$ cat config.mk
export PLATFORM = sky130hd
export DESIGN_NAME = game_round_ctrl
export DESIGN_NICKNAME = d
export VERILOG_FILES = /design/src/rtl/game_round_ctrl.sv
export SDC_FILE = /design/constraint.sdc
export NUM_CORES = 1
export LEC_CHECK = 0
export ABC_AREA = 1
export BUFFER_PORTS_ARGS = -buffer_cell sky130_fd_sc_hd__buf_2
export CAP_MARGIN = 25
export CORE_ASPECT_RATIO = 0.6
export CORE_MARGIN = 2
export CORE_UTILIZATION = 50
export DETAILED_ROUTE_END_ITERATION = 7
export PLACE_DENSITY_LB_ADDON = 0.05
export SLEW_MARGIN = 20
export SYNTH_ARGS = -nofsm -noshare
export SYNTH_HDL_FRONTEND = slang
export SYNTH_SLANG_ARGS = --single-unit
$ cat constraint.sdc
create_clock -name clk -period 4 [get_ports clk]
set_clock_uncertainty 0.2 [all_clocks]
set_input_delay 0.4 -clock clk [delete_from_list [all_inputs] [get_ports clk]]
set_output_delay 0.4 -clock clk [all_outputs]
set_load 0.03 [all_outputs]
$ cat src/rtl/game_round_ctrl.sv
// Two-board guessing-game round controller: synchronizes and debounces the peer
// board's handshake, runs the round FSM and produces the restart pulse to the peer.

module stab_filter #(
  parameter int W          = 1,
  parameter int STABLE_CYC = 4
) (
  input  logic         clk,
  input  logic         rst,
  input  logic [W-1:0] din,
  output logic [W-1:0] dout
);
  logic [W-1:0] hold;
  logic [3:0]   cnt;

  // Any change restarts the count; the value is accepted once it has held long enough.
  always_ff @(posedge clk) begin
    if (rst) begin
      hold <= '0;
      cnt  <= '0;
      dout <= '0;
    end else if (din != hold) begin
      hold <= din;
      cnt  <= '0;
    end else if (cnt == 4'(STABLE_CYC - 1)) begin
      dout <= hold;
    end else begin
      cnt <= cnt + 4'd1;
    end
  end
endmodule

module game_round_ctrl #(
  parameter int STABLE_CYC  = 4,
  parameter int TIMEOUT_CYC = 10_000_000,
  parameter int RST_PULSE   = 16
) (
  input  logic       clk,
  input  logic       rst,
  input  logic       peer_link,
  input  logic       peer_rdy,
  input  logic [3:0] peer_person,
  input  logic [1:0] peer_result,
  input  logic       peer_rst,
  input  logic       person_valid,
  input  logic [3:0] person_sel,
  input  logic       guess_valid,
  input  logic [3:0] guess_sel,
  input  logic       restart,
  output logic [5:0] state_bin,
  output logic [3:0] tx_person,
  output logic       tx_rdy,
  output logic [1:0] tx_result,
  output logic       tx_rst,
  output logic [1:0] result,
  output logic       timeout_err
);
  typedef enum logic [5:0] {
    S_IDLE   = 6'b000001,
    S_CHOOSE = 6'b000010,
    S_WAIT   = 6'b000100,
    S_GUESS  = 6'b001000,
    S_RESULT = 6'b010000,
    S_ERROR  = 6'b100000
  } state_t;

  state_t state, state_d;

  logic [8:0] sync1, sync2;
  logic       s_link;
  logic       rdy_st, prst_st;
  logic [3:0] pp_st, peer_q;
  logic [1:0] pr_st;
  logic [23:0] tcnt;
  logic [7:0]  rst_cnt;
  logic latch_person, take_peer, set_guess, set_peer_res, start_rst;

  function automatic logic code_ok(input logic [3:0] c);
    return (c >= 4'd1) && (c <= 4'd9);
  endfunction

  always_ff @(posedge clk) begin
    if (rst) begin
      sync1 <= '0;
      sync2 <= '0;
    end else begin
      sync1 <= {peer_link, peer_rdy, peer_person, peer_result, peer_rst};
      sync2 <= sync1;
    end
  end

  assign s_link = sync2[8];

  stab_filter #(.W(1), .STABLE_CYC(STABLE_CYC)) u_st_rdy (
    .clk(clk), .rst(rst), .din(sync2[7]),   .dout(rdy_st));
  stab_filter #(.W(4), .STABLE_CYC(STABLE_CYC)) u_st_person (
    .clk(clk), .rst(rst), .din(sync2[6:3]), .dout(pp_st));
  stab_filter #(.W(2), .STABLE_CYC(STABLE_CYC)) u_st_result (
    .clk(clk), .rst(rst), .din(sync2[2:1]), .dout(pr_st));
  stab_filter #(.W(1), .STABLE_CYC(STABLE_CYC)) u_st_rst (
    .clk(clk), .rst(rst), .din(sync2[0]),   .dout(prst_st));

  always_ff @(posedge clk) begin
    if (rst) state <= S_IDLE;
    else     state <= state_d;
  end

  assign start_rst = restart && ((state == S_RESULT) || (state == S_ERROR));

  always_comb begin
    state_d      = state;
    latch_person = 1'b0;
    take_peer    = 1'b0;
    set_guess    = 1'b0;
    set_peer_res = 1'b0;
    if (!s_link && (state != S_IDLE) && (state != S_ERROR)) begin
      state_d = S_ERROR;
    end else begin
      case (state)
        S_IDLE:   if (s_link) state_d = S_CHOOSE;
        S_CHOOSE: if (person_valid && code_ok(person_sel)) begin
          latch_person = 1'b1;
          state_d      = S_WAIT;
        end
        S_WAIT: begin
          if (rdy_st && code_ok(pp_st)) begin
            take_peer = 1'b1;
            state_d   = S_GUESS;
          end else if (tcnt == 24'(TIMEOUT_CYC - 1)) begin
            state_d = S_ERROR;
          end
        end
        // The local guess wins over a peer result arriving in the same cycle.
        S_GUESS: begin
          if (guess_valid && code_ok(guess_sel)) begin
            set_guess = 1'b1;
            state_d   = S_RESULT;
          end else if ((pr_st == 2'b01) || (pr_st == 2'b10)) begin
            set_peer_res = 1'b1;
            state_d      = S_RESULT;
          end
        end
        S_RESULT, S_ERROR: if (restart || prst_st) state_d = S_IDLE;
        default:  state_d = S_IDLE;
      endcase
    end
  end

  always_ff @(posedge clk) begin
    if (rst) begin
      tx_person   <= '0;
      tx_rdy      <= 1'b0;
      tx_result   <= '0;
      result      <= '0;
      timeout_err <= 1'b0;
      peer_q      <= '0;
      tcnt        <= '0;
      rst_cnt     <= '0;
    end else begin
      tcnt <= (state == S_WAIT) ? tcnt + 24'd1 : '0;

      // The restart pulse runs on its own counter so it survives the return to IDLE.
      if (start_rst)          rst_cnt <= 8'(RST_PULSE);
      else if (rst_cnt != '0) rst_cnt <= rst_cnt - 8'd1;

      if (state_d == S_IDLE && state != S_IDLE) begin
        tx_person   <= '0;
        tx_rdy      <= 1'b0;
        tx_result   <= '0;
        result      <= '0;
        timeout_err <= 1'b0;
        peer_q      <= '0;
      end
      if (latch_person) begin
        tx_person <= person_sel;
        tx_rdy    <= 1'b1;
      end
      if (take_peer) peer_q <= pp_st;
      if (set_guess) begin
        result    <= (guess_sel == peer_q) ? 2'b10 : 2'b01;
        tx_result <= (guess_sel == peer_q) ? 2'b10 : 2'b01;
      end
      // Peer reports its own outcome, so ours is the opposite.
      if (set_peer_res) result <= (pr_st == 2'b01) ? 2'b10 : 2'b01;
      if (state_d == S_ERROR) timeout_err <= 1'b1;
    end
  end

  assign state_bin = state;
  assign tx_rst    = (rst_cnt != '0);

endmodule

# Word-level counts from Yosys, hierarchy flattened
# Index checks and enable logic that the tools add are counted.
# totals
ff_bits,102
input_bits,22
output_inout_bits,17
wordCells,130
# classes
add_sub_neg,6
magnitude_cmp,6
n_eq_ne,22
n_mux,35
bitwise,5
n_reduce_logical,32
# ops
cell,count
$mux 6,8
$pmux 6 s5,1
$add 24x1->24 const B,1
$eq 24x24->1 const B,1
$add 4x1->4 const B,4
$eq 4x2->1 const B,4
$mux 1,16
$reduce_or 2->1,7
$eq 6x1->1 const B,2
$eq 6x6->1 const B,2
$ge 4x1->1 const B,3
$le 4x4->1 const B,3
$mux 4,3
$logic_and 1x1->1,10
$mux 2,5
$mux 5,2
$reduce_bool 2->1,5
$reduce_and 2->1,4
$reduce_bool 8->1,1
$sub 8x1->8 const B,1
$eq 6x2->1 const B,1
$eq 6x3->1 const B,1
$eq 6x4->1 const B,1
$eq 6x5->1 const B,1
12 further kinds,19

# Longest topological paths before layout
# Gate-level depths: netlist of run 1.
# logic_depth
word_depth,11
depth_mapped,11
depth_no_buf,11

# Cells and area by module
# A second synthesis of run 1 with hierarchy kept.
# unflattened
hier_cells,642
area_unflattened_um2,4700.8
# modules_own_cells
module,instances,cells_each,area_per_inst_um2,seq_area_each_um2
game_round_ctrl,1,436,3190.6,1401.3
stab_filter at u_st_person,1,82,585.6,240.2
stab_filter at u_st_rdy ...,2,38,271.5,120.1
stab_filter at u_st_result,1,48,381.6,160.2

# Least setup slack after synthesis of run 1
# No wires, ideal clock.
# synth_timing
path_kind,register -> register
startpoint,register state[1] (netlist: state_bin[1])
endpoint,register result[1]
arrival_ns,1.502
t_required_ns,3.668
slack_ns,2.165
stages_incl_launch_ff,11
cell_sequence,dfxtp_1 > nor2_1 > nand4_1 > inv_2 > nor2_1 > nand3_1 > nand2_1 > nand3_2 > buf_6 > nand3_1 > a21oi_1
# synth_via
elab_chain_cells,7
# synth_rtl
item,line_no,source
"start, declared",67,"state_t state, state_d;"
"start signal, assigned",105,else state <= state_d;
"$eq 6x5->1, or another cell as far along",119,case (state)
"$reduce_or 2->1, or another cell as far along",119,
$pmux 6 s5 or $logic_and 1x1->1 (tied branches),"119, 116",
$mux 6,116,if (!s_link && (state != S_IDLE) && (state != S_ERROR)) begin
$eq 6x1->1,166,if (state_d == S_IDLE && state != S_IDLE) begin
$logic_and 1x1->1,166,
$reduce_bool 3->1 (no line),n/a,
"end signal, assigned",180,result <= (guess_sel == peer_q) ? 2'b10 : 2'b01;
"end signal, assigned",184,if (set_peer_res) result <= (pr_st == 2'b01) ? 2'b10 : 2'b01;
"end, declared",55,"output logic [1:0] result,"
# Several ways; a longest one is shown, not always the timed one.
# A chain may end at the register's enable or synchronous reset.

# Final worst setup path of run 1
# layout_timing
startpoint,register rst_cnt[0]
endpoint,output tx_rst
# layout_via
elab_chain_cells,1
# layout_rtl
item,line_no,source
"start, declared",75,logic [7:0] rst_cnt;
"start signal, assigned",163,if (start_rst) rst_cnt <= 8'(RST_PULSE);
"start signal, assigned",164,else if (rst_cnt != '0) rst_cnt <= rst_cnt - 8'd1;
$reduce_bool 8->1,190,assign tx_rst = (rst_cnt != '0);
"end, declared",54,"output logic tx_rst,"
# No other way between the ends.

==> results of run 1 <==
## sequential cells by signal, indices dropped and copies added, names as in the netlist, 6 cells and up
register	count
rst_cnt	8
state_bin	6
sync1	9
sync2	9
tcnt	24
## cell families after synthesis
kind of cell,share of synthesized area
buf+inv,0.0844
xor+xnor,0.0526
compound gates,0.0905
flops,0.472
simple gates,0.281
fa+ha+maj,0.0202
## cell usage after synthesis (all sizes together)
| master | number |
|---|---|
| buf | 6 |
| o211ai | 1 |
| nand4 | 16 |
| clkinv | 1 |
| nand3 | 40 |
| o21a | 2 |
| nand2 | 84 |
| clkbuf | 4 |
| a211oi | 1 |
| o31ai | 2 |
| dfxtp | 102 |
| o21ai | 20 |
| nor3b | 7 |
| xor2 | 15 |
| and2 | 1 |
| inv | 83 |
| nor4 | 3 |
| a21oi | 43 |
| nor3 | 18 |
| or2 | 7 |
| xnor2 | 11 |
| ha | 7 |
| nor2 | 96 |
| a31oi | 4 |
| o22ai | 1 |
## critical path: stages (launching register included)
cell and delay, ps:
dfxtp_1 310, inv_1 120, ha_1 240, nand3_1 120, nor3_1 300, inv_1 160, buf_2 210
## where the power goes
group / switching (uW) / total [uW] / leakage [uW] / internal [uW]
clock: 384 / 887 / 0.000142 / 502
sequential: 45.2 / 1120 / 0.000830 / 1080
combinational: 308 / 458 / 0.00102 / 150
## per-stage QoR
stage,setup WS (ps),utilization,std cells
after floorplan,2170,-,575
after global placement,2040,0.546,716
after detailed placement,1960,0.546,716
after CTS,1600,0.582,732
after global routing,1410,0.582,732
final,1580,0.582,732
## cell type report
| cell class | count | area share |
|---|---|---|
| clock buffers | 11 | 0.0494 |
| repair buffers | 39 | 0.0402 |
| inverters | 84 | 0.0641 |
| well taps | 112 | 0.0285 |
| multi-input cells | 379 | 0.391 |
| clock inverters | 5 | 0.0120 |
| flip-flops and latches | 102 | 0.415 |
## how the worst max path moves through the flow
| stage | endpoint | cells after the start | from |
|---|---|---|---|
| after floorplan | result[1] | 10 | state_bin[1] |
| after global placement | tx_person[2] | 6 | state_bin[4] |
| after detailed placement | result[1] | 8 | state_bin[4] |
| after CTS | tx_rst | 6 | rst_cnt[0] |
| after global routing | tx_rst | 6 | rst_cnt[0] |
| final | tx_rst | 6 | rst_cnt[0] |
## per-layer routing
layer	GRT usage	part of all wire	vias up
li1	-	-	1921
met5	0	0	-
met3	0.0636	0.061	10
met4	0.0551	0.010	0
met1	0.296	0.53	1633
met2	0.280	0.40	102
==> reports/results.txt, run 1 <==
Net count after synthesis: 604
Cts repair resizes: 0
Ys Warns: 0
First-pass GRT wire length: 15100 um
Final Setup Violations: 0
Hold path depth: 3
Row count: 26
Tcrit/Tclk final: 0.604
Post-synthesis average cell area: 7.53 um^2
P_leak: 0.00199 uW
Setup CP Type: register to output port
Gr ovfl total: 0
Antenna violations before repair: 0
CTS H-Tree Depth: 3
Final ANT Viol Nets: 0
Syn Inst Count: 575
Post-layout nets: 644
Critical Path RT: 3400 ps
GPL Wtd Cong: 0.906
Hold_sp: peer_result[0]
Vias in the first global route: 3241
Total Routing Usage GR: 0.201
Initial Utilization: 0.512
Measured slew at the worst slew-check pin: 567 ps
Worst reg2reg startpoint: state_bin[4]
Worst VDD drop: 199 uV
Multi-input logic area: 1920 um^2
Hold WC Path Type: input port to register
CP max FO: 5
Top-area cell type share of the netlist area: 0.472
DP HPWL: 6310 um
Worst hold slack: 43.0 ps
Period minus WS final: 2420 ps
Clk sinks: 102
Slew headroom: 0.618
Clock Path Buffers: 2
Commonest non-fill, non-tap cell in the layout: dfxtp_1
Pwr/cell area: 502 nW/um^2
Largest area contributor in the netlist: dfxtp_1
Post-CTS Hold Fix Bufs: 0
FF-to-FF setup slack: 1920 ps
Fmax: 414 MHz
Core area: 8460 um^2
# DRC: 0
Chip height: 76.1 um
Setup TNS: 0 ps
Synth area leaders: dfxtp_1 47%, nor2_1 8.1%, nand2_1 7.3%
# diodes: 0
CTS tree: done
Yosys reg bits: 102
R2r endpoint: result[1]
Status: complete, no violations
Register area: 2040 um^2
Fin. max-slew vios: 0
Pin count of the biggest net entering global routing: 52
Filler cells: 804
Area added between synthesis and finish: 13.6%
Via Count: 3666
Die X: 124 um
Min-Delay Endpoint: sync1[1]
Fin. Hold Viols: 0
# IOs: 39
Part of the Yosys area used for sequential elements: 0.472
Pre-Repair DR Iteration Count: 5
Detailed Route WL: 8770 um
Crit start category: register
Crit. End Element: output port
Layout cell share with drive strength beyond 1: 0.106
Post-synth cell types: 33
Iter 0 DRT Violations: 297
Most frequent cells in the layout: 102 x dfxtp_1, 93 x nor2_1, 84 x nand2_1, 81 x inv_1, 43 x a21oi_1
Max-Cap Viols: 0
Clock root buffer master: clkbuf_16
Mapped Area: 4330 um^2
Post-Place Cell Area: 4620 um^2
Post-route design area: 4920 um^2
CP arrival: 1820 ps
Reg clk slew, reported paths: 70 ps
Worst-skew pair later-pin latency: 350 ps
Unrepaired setup endpoints after global routing: false
Power Total: 2470 uW
PortBufs: 38
Routed length per instance: 12.0 um
CTS Buf Count: 9
Reg2Reg Depth: 8
DR vias/cell: 5.01
Post-CTS Setup Bufs: 0
Die area: 9440 um^2
Note: power is estimated with default switching activity, not from simulation.
==> run 2: changes to the inputs <==
==> constraint.sdc (replaced) <==
create_clock -name clk -period 2.14 [get_ports clk]
set_clock_uncertainty 0.2 [all_clocks]
set_input_delay 0.214 -clock clk [delete_from_list [all_inputs] [get_ports clk]]
set_output_delay 0.214 -clock clk [all_outputs]
set_load 0.03 [all_outputs]
==> reports/results.txt, run 2 (synthesis results as in run 1) <==
Initial Utilization: 0.512
Row count: 26
DR vias/cell: 5.01
CTS Buf Count: 9
Final Setup Violations: 0
Register area: 2040 um^2
Status: complete, no violations
Pre-Repair DR Iteration Count: 5
Post-route design area: 5130 um^2
# diodes: 0
Gr ovfl total: 0
Most frequent cells in the layout: 102 x dfxtp_1, 92 x nor2_1, 84 x nand2_1, 80 x inv_1, 43 x a21oi_1
CTS tree: done
Worst VDD drop: 501 uV
Post-Place Cell Area: 4650 um^2
Largest regs: tcnt: 24 flops, sync1: 9 flops, sync2: 9 flops
Reg clk slew, reported paths: 60 ps
Fin. max-slew vios: 0
Critical Path RT: 1730 ps
Total Routing Usage GR: 0.206
Number of flip-flops in the largest register: 24
Die X: 124 um
CP max FO: 5
Hold WC Path Type: input port to register
Crit start category: register
Period minus WS final: 2010 ps
Post-layout nets: 663
# IOs: 39
Commonest non-fill, non-tap cell in the layout: dfxtp_1
Worst-skew pair later-pin latency: 340 ps
P_leak: 0.00208 uW
Setup TNS: 0 ps
Final ANT Viol Nets: 0
Placed cell count: 721
# DRC: 0
Largest Register: tcnt
Antenna violations before repair: 0
Max-Cap Viols: 0
Core area: 8460 um^2
PortBufs: 38
First-pass GRT wire length: 15500 um
Via Count: 3761
Pin count of the biggest net entering global routing: 35
DP HPWL: 6460 um
Area added between synthesis and finish: 18.6%
Clock Path Buffers: 2
Pwr/cell area: 906 nW/um^2
Setup CP Type: register to output port
Measured slew at the worst slew-check pin: 457 ps
Clk sinks: 102
Vias in the first global route: 3411
Fmax: 498 MHz
GPL Wtd Cong: 0.887
Worst hold slack: 24.8 ps
Detailed Route WL: 9060 um
Fin. Hold Viols: 0
Die area: 9440 um^2
CP arrival: 1590 ps
Iter 0 DRT Violations: 224
Tcrit/Tclk final: 0.938
Chip height: 76.1 um
Crit. End Element: output port
Multi-input logic area: 1970 um^2
Slew headroom: 0.693
Fin cells: 751
Layout cell share with drive strength beyond 1: 0.121
Routed length per instance: 12.1 um
CTS H-Tree Depth: 3
Clock root buffer master: clkbuf_16
Filler cells: 809
run 2: power breakdown:
group	internal, uW	total [uW]	switching [uW]
clock network	917	1610	691
registers	2020	2110	90.5
logic	324	932	608
run 2: per-stage QoR:
| step | total power, uW | setup WS, ps | utilization |
|---|---|---|---|
| detailed placement | 2990 | 95.4 | 0.550 |
| floorplan | 2820 | 305 | - |
| finish | 4650 | 132 | 0.607 |
| global route | 4910 | -4.07 | 0.607 |
| CTS | 4630 | 44.2 | 0.602 |
| global placement | 2970 | 185 | 0.550 |
run 2: layer usage:
| metal | up-vias | global-route usage | wire [um] |
|---|---|---|---|
| met1 | 1698 | 0.301 | 4740 |
| met5 | - | 0 | 0 |
| met4 | 0 | 0.0449 | 75 |
| met3 | 8 | 0.0584 | 503 |
| li1 | 1969 | - | - |
| met2 | 86 | 0.302 | 3740 |
run 2: worst paths after layout:
kind / startpoint / endpoint / slack (ps) / cells after the start
setup reg to reg: tcnt[0] / tcnt[20] / 170 / 10
setup / recovery: rst_cnt[0] / tx_rst / 130 / 6
hold reg to reg: sync1[3] / sync2[3] / 200 / 2
hold / removal: rst / state_bin[2] / 20 / 2
run 2: layout make-up:
cell class,count,area share
sequential,102,0.398
multi-input combinational,379,0.383
timing repair buffer,58,0.0731
inverter,84,0.0614
clock buffer,12,0.0461
tap,112,0.0273
clock inverter,4,0.0110
run 2: critical path, stage by stage, from the launching register on:
cell and delay [ps]:
dfxtp_1 320, inv_2 100, ha_2 210, nand3_1 130, nor3_2 190, inv_1 120, buf_2 190
run 2: timing repair:
item | CTS | global route
hold endpoints to repair | 15 | 0
buffers inserted | 0 | 0
gates resized for setup | 1 | 9
setup endpoints to repair | 1 | 19
hold buffers | 14 | 0
==> run 3: changes to the inputs <==
--- a/config.mk
+++ b/config.mk
@@ -11,8 +11,10 @@
 export CORE_ASPECT_RATIO = 0.6
 export CORE_MARGIN = 2
 export CORE_UTILIZATION = 50
+export CTS_CLUSTER_DIAMETER = 50
 export DETAILED_ROUTE_END_ITERATION = 7
 export PLACE_DENSITY_LB_ADDON = 0.05
+export RECOVER_POWER = 25
 export SLEW_MARGIN = 20
 export SYNTH_ARGS = -nofsm -noshare
 export SYNTH_HDL_FRONTEND = slang
==> reports/results.txt, run 3 (synthesis results as in run 1) <==
# diodes: 0
GPL Wtd Cong: 0.887
Chip height: 76.1 um
Max-Cap Viols: 0
Core area: 8460 um^2
DP HPWL: 6460 um
# DRC: 0
Fmax: 498 MHz
Layout cell share with drive strength beyond 1: 0.117
Routed length per instance: 12.1 um
Measured slew at the worst slew-check pin: 659 ps
Filler cells: 812
Crit start category: register
Iter 0 DRT Violations: 223
Worst VDD drop: 503 uV
Crit. End Element: output port
Pwr/cell area: 907 nW/um^2
First-pass GRT wire length: 15500 um
Pin count of the biggest net entering global routing: 35
P_leak: 0.00208 uW
Gr ovfl total: 0
Slowest cell delay on critical path: 320 ps
Placed cell count: 721
Post-CTS Setup Bufs: 0
Most frequent cells in the layout: 102 x dfxtp_1, 92 x nor2_1, 84 x nand2_1, 80 x inv_1, 43 x a21oi_1
Detailed Route WL: 9060 um
Hold WC Path Type: input port to register
Largest Register: tcnt
Critical Path RT: 1730 ps
Slowest CP cell: dfxtp_1
Post-layout nets: 663
Row count: 26
Final core occ: 0.606
PortBufs: 38
# IOs: 39
Place WS: 95.4 ps
CP arrival: 1600 ps
Die area: 9440 um^2
Clock root buffer master: clkbuf_16
Clk sinks: 102
Fin. Hold Viols: 0
Fin. max-slew vios: 0
Worst-skew pair later-pin latency: 340 ps
Total Routing Usage GR: 0.206
Area added between synthesis and finish: 18.4%
Final worst slack: 130 ps
Fin cells: 751
Initial Utilization: 0.512
Post-route design area: 5130 um^2
CP max FO: 5
Status: complete, no violations
Commonest non-fill, non-tap cell in the layout: dfxtp_1
CTS tree: done
Setup CP Type: register to output port
CTS Buf Count: 9
Final ANT Viol Nets: 0
Via Count: 3739
Post-Place Cell Area: 4650 um^2
Tcrit/Tclk final: 0.939
Clock Path Buffers: 2
Slew headroom: 0.561
Largest regs: tcnt: 24 flops, sync1: 9 flops, sync2: 9 flops
Vias in the first global route: 3411
CTS H-Tree Depth: 3
Final Setup Violations: 0
Pre-Repair DR Iteration Count: 5
Critical-path cell list: inv_2, ha_2, nand3_1, nor3_2, inv_1, buf_2
DR vias/cell: 4.98
Setup TNS: 0 ps
Number of flip-flops in the largest register: 24
Period minus WS final: 2010 ps
Die X: 124 um
Antenna violations before repair: 0
Reg clk slew, reported paths: 60 ps
## run 3: cell count changes in the layout (fill, tap and decap cells not counted), sizes merged
cell    change
buf         -3
clkbuf      +3
## run 3: where the power goes
group | leakage, uW | switching (uW) | total (uW) | internal [uW]
combinational | 0.00111 | 611 | 934 | 323
clock | 0.000141 | 689 | 1610 | 917
sequential | 0.000830 | 90.3 | 2110 | 2020
total | 0.00208 | 1390 | 4650 | 3260
## run 3: critical path, delay by kind of cell, from the launching register on
kind          cells  cell delay, ps
simple gates      2             320
flops             1             320
fa+ha+maj         1             210
buf+inv           3             410
## run 3: what timing repair did
item                       in CTS  in global routing
hold buffers                   14                  0
resized for setup               1                  9
pin swaps                       0                  0
setup endpoints to repair       1                 19
hold endpoints to repair       15                  0
## run 3: path summary, 6_finish.rpt
| kind | start | end | slack (ps) | cells after the start |
|---|---|---|---|---|
| setup / recovery | rst_cnt[0] | tx_rst | 130 | 6 |
| hold / removal | person_valid | state_bin[1] | 100 | 6 |
| setup reg to reg | tcnt[0] | tcnt[20] | 170 | 10 |
| hold reg to reg | sync1[4] | sync2[4] | 200 | 2 |
## run 3: metal layers
layer | global-route usage | routed length, um | vias to the layer above
met1 | 0.301 | 4810 | 1691
met4 | 0.0449 | 75 | 0
met2 | 0.302 | 3750 | 70
li1 | - | - | 1970
met3 | 0.0584 | 434 | 8
met5 | 0 | 0 | -
## run 3: metrics by stage
stage	hold WS, ps	total power (uW)
floorplan	121	2820
global placement	192	2970
detailed placement	193	2990
CTS	19.5	4630
global route	144	4910
finish	104	4650
## run 3: layout make-up
cell class                 instances  area [um^2]  share of cell area
multi-input combinational        379         1970               0.384
timing repair buffer              58          368              0.0718
clock buffer                      12          236              0.0461
clock inverter                     4         56.3              0.0110
inverter                          84          315              0.0615
sequential                       102         2040               0.398
tap                              112          140              0.0273
